File: config.mk
export PLATFORM = sky130hd
export DESIGN_NAME = selftest_seq
export DESIGN_NICKNAME = d
export VERILOG_FILES = /design/src/rtl/selftest_pkg.sv /design/src/rtl/selftest_seq_wdog.sv /design/src/rtl/selftest_seq.sv
export SDC_FILE = /design/constraint.sdc
export NUM_CORES = 2
export LEC_CHECK = 0
export ABC_AREA = 0
export ABC_CLOCK_PERIOD_IN_PS = 5600
export CAP_MARGIN = 20
export CORE_AREA = 4 4 609 611
export DETAILED_ROUTE_END_ITERATION = 7
export DIE_AREA = 0 0 613 615
export HOLD_SLACK_MARGIN = 0.03
export MAX_ROUTING_LAYER = met4
export PLACE_DENSITY = 0.32
export SETUP_SLACK_MARGIN = 0.05
export SYNTH_ARGS = -nofsm -noshare
export SYNTH_HDL_FRONTEND = slang
export SYNTH_SLANG_ARGS = --single-unit
File: constraint.sdc
create_clock -name clk -period 5.6 [get_ports clk]
set_input_delay 0.56 -clock clk [delete_from_list [all_inputs] [get_ports clk]]
set_output_delay 0.56 -clock clk [all_outputs]
set_load 0.03 [all_outputs]
File: src/rtl/selftest_pkg.sv
// Shared definitions for the x25519 self-test sequencer: FSM states, counter
// width, the P25519 modulus for vector tables and small helpers.
package selftest_pkg;

  typedef enum logic [2:0] {
    ST_IDLE = 3'd0,
    ST_LOAD = 3'd1,
    ST_REQ  = 3'd2,
    ST_WAIT = 3'd3,
    ST_ACK  = 3'd4,
    ST_DONE = 3'd5
  } st_e;

  localparam int CNT_W = 8;

  // 2^255 - 19
  localparam logic [254:0] P25519 = {255{1'b1}} - 255'd18;

  function automatic int idx_w(input int depth);
    return (depth > 1) ? $clog2(depth) : 1;
  endfunction

  function automatic logic [CNT_W-1:0] sat_inc(input logic [CNT_W-1:0] v);
    return (v == '1) ? v : v + 1'b1;
  endfunction

endpackage

File: src/rtl/selftest_seq_wdog.sv
// Watchdog for the self-test sequencer: counts enabled cycles since the last
// clear and flags expiry once TMO cycles have been counted.
module selftest_wdog
  import selftest_pkg::*;
#(
  parameter int TMO = 1048576
) (
  input  logic clk,
  input  logic rstn,
  input  logic i_clr,
  input  logic i_en,
  output logic o_expire
);

  localparam int CW = (TMO > 1) ? $clog2(TMO) : 1;
  localparam logic [CW-1:0] LIMIT = CW'(TMO - 1);

  logic [CW-1:0] r_cnt;
  logic          w_at_limit;

  assign w_at_limit = (r_cnt == LIMIT);
  // Holds at the limit so expiry stays asserted until the next clear.
  assign o_expire   = i_en && w_at_limit;

  always_ff @(posedge clk or negedge rstn) begin
    if (!rstn) begin
      r_cnt <= '0;
    end else if (i_clr) begin
      r_cnt <= '0;
    end else if (i_en && !w_at_limit) begin
      r_cnt <= r_cnt + 1'b1;
    end
  end

endmodule

File: src/rtl/selftest_seq.sv
// Self-test sequencer: walks a DEPTH-entry vector table through a req/res DUT
// and tallies pass/fail. Define SELFTEST_TIMEOUT_EN to enable the watchdog.
module selftest_seq
  import selftest_pkg::*;
#(
  parameter int W     = 255,
  parameter int DEPTH = 4,
  parameter int IW    = idx_w(DEPTH),
  parameter int TMO   = 1048576
) (
  input  logic             clk,
  input  logic             rstn,
  input  logic             start,
  input  logic             loop_en,
  output logic [IW-1:0]    vec_idx,
  input  logic [W-1:0]     vec_a,
  input  logic [W-1:0]     vec_b,
  input  logic [W-1:0]     vec_exp,
  output logic [W-1:0]     dut_a,
  output logic [W-1:0]     dut_b,
  output logic             dut_req_valid,
  input  logic             dut_req_ready,
  input  logic             dut_req_busy,
  input  logic             dut_res_valid,
  output logic             dut_res_ready,
  input  logic [W-1:0]     dut_res,
  output logic [CNT_W-1:0] pass_cnt,
  output logic [CNT_W-1:0] fail_cnt,
  output logic [IW-1:0]    first_fail_idx,
  output logic             timeout,
  output logic             busy,
  output logic             done
);

  st_e              r_state;
  logic [IW-1:0]    r_idx;
  logic [W-1:0]     r_a;
  logic [W-1:0]     r_b;
  logic [W-1:0]     r_exp;
  logic             r_req_valid;
  logic             r_res_ready;
  logic [CNT_W-1:0] r_pass;
  logic [CNT_W-1:0] r_fail;
  logic [IW-1:0]    r_ffi;
  logic             r_timeout;
  logic             w_expire;
  logic             w_unused;

  assign w_unused = dut_req_busy;

`ifdef SELFTEST_TIMEOUT_EN
  selftest_wdog #(.TMO(TMO)) u_wdog (
    .clk      (clk),
    .rstn     (rstn),
    .i_clr    (r_state == ST_LOAD),
    .i_en     ((r_state == ST_REQ) || (r_state == ST_WAIT)),
    .o_expire (w_expire)
  );
`else
  localparam int unused_tmo = TMO;
  assign w_expire = 1'b0;
`endif

  always_ff @(posedge clk or negedge rstn) begin
    if (!rstn) begin
      r_state     <= ST_IDLE;
      r_idx       <= '0;
      r_a         <= '0;
      r_b         <= '0;
      r_exp       <= '0;
      r_req_valid <= 1'b0;
      r_res_ready <= 1'b0;
      r_pass      <= '0;
      r_fail      <= '0;
      r_ffi       <= '0;
      r_timeout   <= 1'b0;
    end else begin
      case (r_state)
        ST_IDLE, ST_DONE: begin
          if (start) begin
            r_pass    <= '0;
            r_fail    <= '0;
            r_ffi     <= '0;
            r_timeout <= 1'b0;
            r_idx     <= '0;
            r_state   <= ST_LOAD;
          end
        end
        ST_LOAD: begin
          r_a         <= vec_a;
          r_b         <= vec_b;
          r_exp       <= vec_exp;
          r_req_valid <= 1'b1;
          r_state     <= ST_REQ;
        end
        ST_REQ: begin
          if (r_req_valid && dut_req_ready) begin
            r_req_valid <= 1'b0;
            r_state     <= ST_WAIT;
          end else if (w_expire) begin
            r_timeout   <= 1'b1;
            r_fail      <= sat_inc(r_fail);
            if (r_fail == '0) r_ffi <= r_idx;
            r_req_valid <= 1'b0;
            r_state     <= ST_DONE;
          end
        end
        ST_WAIT: begin
          // A result arriving on the expiry cycle is still scored.
          if (dut_res_valid) begin
            if (dut_res == r_exp) begin
              r_pass <= sat_inc(r_pass);
            end else begin
              r_fail <= sat_inc(r_fail);
              if (r_fail == '0) r_ffi <= r_idx;
            end
            r_res_ready <= 1'b1;
            r_state     <= ST_ACK;
          end else if (w_expire) begin
            r_timeout <= 1'b1;
            r_fail    <= sat_inc(r_fail);
            if (r_fail == '0) r_ffi <= r_idx;
            r_state   <= ST_DONE;
          end
        end
        ST_ACK: begin
          if (!dut_res_valid) begin
            r_res_ready <= 1'b0;
            if (r_idx != IW'(DEPTH - 1)) begin
              r_idx   <= r_idx + 1'b1;
              r_state <= ST_LOAD;
            end else if (loop_en) begin
              r_idx   <= '0;
              r_state <= ST_LOAD;
            end else begin
              r_state <= ST_DONE;
            end
          end
        end
        default: r_state <= ST_IDLE;
      endcase
    end
  end

  assign vec_idx        = r_idx;
  assign dut_a          = r_a;
  assign dut_b          = r_b;
  assign dut_req_valid  = r_req_valid;
  assign dut_res_ready  = r_res_ready;
  assign pass_cnt       = r_pass;
  assign fail_cnt       = r_fail;
  assign first_fail_idx = r_ffi;
  assign timeout        = r_timeout;
  assign busy           = (r_state != ST_IDLE) && (r_state != ST_DONE);
  assign done           = (r_state == ST_DONE);

endmodule

==> results.toml <==
[worst_setup_path]
startpoint_type = "register"
cp-startpoint = "r_exp[8]"
cp.arrival_ns = 4.56
critPathCaptureType = "register"
cp.required_ns = 6.29
worst_r2r_path_depth = 8
r2r_end = "pass_cnt[6]"
endpoint = "pass_cnt[6]"
r2r-start = "r_exp[8]"
criticalPathCategory = "register to register"
rrSetupSlack_ns = 1.73
crit_fanout = 32

[yosys]
yosysSeqAreaShare_pct = 60.94
synth_fp_nets = 3174
ys_warn_count = 0
synth_area_per_cell_um2 = 15.14
synth-xor-area-share_pct = 6.884
synthArstFlopShare_pct = 100.0
synth_mux_area_share_pct = 26.59
synth_top_family_by_area = "multiplexers"
synthSimpleGateAreaFrac_pct = 3.101
synth-edff-count = 0
ys.flop_type = "dfrtp_1"
syn_inst = 2143
synthDistinctLibCells = 44
synth-compound-area-share_pct = 0.9603
synthAdderAreaFrac_pct = 0.1543
synthesis.area_um2 = 32440
ys_seq_elements = 790

[floorplanning]
core_area_um2 = 365000
die_w_um = 613
start_util_pct = 8.889
ios = 1562
rows = 222
dieArea_um2 = 377000
die_h_um = 615

[power]
leakage_nw = 21.99
power_frac_seq_pct = 31.1
clockPowerShare_pct = 21.5
power_density_nw_per_um2 = 609.9
combinationalPowerShare_pct = 47.4
p_int_w = 0.02041
switchingPower_w = 0.01515
swShare_pct = 42.61
ir_worst_vdd_mv = 0.2615

[clock_tree]
cts_buffers = 119
ctsHtreeMaxLevel = 3
cts_tree = "built"
insertion_delay_ns = 0.84
clk_pin_slew_ns = 0.07
cts_root_buf = "clkbuf_16"
cts_buffer_depth = 4
clkSinkCount = 790

[finish]
multiInputGateArea_um2 = 12250
final_util_pct = 15.97
drive_above_1_share_pct = 25.87
syn_to_final_growth_pct = 79.68
fillers = 40402
nets = 4799
seqCellArea_um2 = 19770

[placement]
port_buffers = 1559
dp_hpwl_mm = 244.6
pre_cts_ws_ns = 1.232
place.gp.congestion = 0.9085

[sta]
finalWorstSetupSlack_ns = 1.730
rsz0062_at_grt = "no"
finalClockSkew_ns = 0.04869
setup_viol = 0
fmaxAchievable_ghz = 0.2584
min_period_ns = 3.870
slew_violations = 0
whs_ns = 0.3291
max_slew_margin_pct = 32.33
tns_ns = 0
fin_crit_sh_pct = 69.11
tightest_slew_ns = 1.006
hold_viol = 0

[job]
maxCapViolCount = 0

[routing]
final_antenna_net_count = 0
initialDrtViolationCount = 1257
post-route-drc-count = 0
wl_per_cell_um = 31.89
vias = 25896
first_pass_iters = 5
vias_per_cell = 2.946
wirelength_mm = 280.3

[worst_hold_path]
worstHoldPathType = "input port to register"
min_from = "vec_a[156]"

[global_routing]
antenna_found_initial = 202
grt_max_degree = 135
grt_pass1_wl_mm = 344.7
grt.total_usage_pct = 14.75
grt_pass1_vias = 27449
grt_overflow = 0

[outcome]
status = "finished, final reports clean"
-- logic make-up (layout without fill, tap and decap cells) --
group,count (synthesis),count (layout)
compound gates,45,45
xor+xnor,255,255
fa+ha+maj,4,4
buf+inv,105,1820
flops,790,790
mux,766,766
other cells,1,117
simple gates,177,177
-- power groups by stage --
| stage | registers [W] | logic [W] | clock network [W] |
|---|---|---|---|
| 5_1_grt | 0.0114 | 0.0176 | 0.00818 |
| 3_3_place_gp | 0.0111 | 0.0173 | 0 |
| 3_5_place_dp | 0.0112 | 0.0173 | 0 |
| 6_report | 0.0111 | 0.0168 | 0.00766 |
| 2_1_floorplan | 0.0139 | 0.00478 | 0 |
| 4_1_cts | 0.0111 | 0.0174 | 0.00803 |
-- what timing repair did --
action	4_1_cts	5_1_grt
hold buffers	1	0
buffers inserted	0	0
hold endpoints to repair	46	0
gates resized for setup	0	0
-- critical path, stage by stage (launching register included) --
cell and delay (ns):
dfrtp_1 0.50, xor2_1 0.22, nor4_1 0.58, nand4_1 0.28, nor4_2 0.79, nand4_1 0.27
buf_4 0.30, or4_1 0.50, a221oi_1 0.26
-- worst min-delay path by stage --
stage                            end  depth (start not counted)
after floorplan             dut_a[0]                          0
after global placement    dut_b[209]                          1
after detailed placement  dut_a[172]                          1
after CTS                 dut_b[112]                          2
after global routing      dut_a[143]                          2
final                     dut_a[156]                          2
-- registers in the layout (all words and copies together), names as in the netlist --
register        count
dut_req_valid       1
r_exp             255
first_fail_idx      2
pass_cnt            8
dut_res_ready       1
dut_a             255
r_state             3
vec_idx             2
fail_cnt            8
dut_b             255
-- metal layers --
| layer | routed length, µm | global-route usage [%] |
|---|---|---|
| met1 | 124300 | 18.21 |
| met2 | 126100 | 22.73 |
| met3 | 25530 | 6.284 |
| met4 | 4373 | 2.218 |
| met5 | 0 | - |
-- cells in the mapped netlist, drive strengths merged (3+ instances only) --
cell type	number	share of area [%]
nor2b	4	0.077
o21ai	10	0.15
a21oi	8	0.12
nand3	18	0.28
dfrtp	790	61
xor2	255	6.9
nor4	73	1.4
buf	38	0.59
inv	10	0.12
nor3	7	0.11
mux2	766	27
a22oi	3	0.069
nand4	18	0.35
o311ai	4	0.11
clkbuf	57	0.66
a211oi	3	0.069
ha	4	0.15
a21o	3	0.069
nand2b	5	0.096
nand2	18	0.21
nor2	17	0.20
or4	5	0.12
-- cell type report --
cell class | count | share of cell area (%)
Multi-Input combinational cell | 1248 | 21.01
Inverter | 10 | 0.06439
Timing Repair Buffer | 1599 | 27.51
Antenna cell | 116 | 0.4980
Clock buffer | 172 | 5.896
Clock inverter | 39 | 0.7663
Tap cell | 4816 | 10.34
Sequential cell | 790 | 33.91
-- cells in the final DEF (no fill, tap or decap), types with 26 or more instances in the layout --
| cell | count |
|---|---|
| clkbuf_8 | 26 |
| buf_4 | 29 |
| xor2_1 | 255 |
| dfrtp_1 | 790 |
| clkbuf_1 | 27 |
| diode_2 | 116 |
| mux2_2 | 766 |
| nor4_1 | 71 |
| clkdlybuf4s50_1 | 1558 |
| clkbuf_16 | 119 |
-- per-stage QoR --
step	std cells	power, W	cell area (µm²)
floorplan	2143	0.01868	32440
finish	8790	0.03556	58290
global route	8772	0.03721	58250
detailed placement	8462	0.02846	54110
CTS	8674	0.03651	58000
global placement	8462	0.02843	54110
Power figures use the tool's default switching activity.
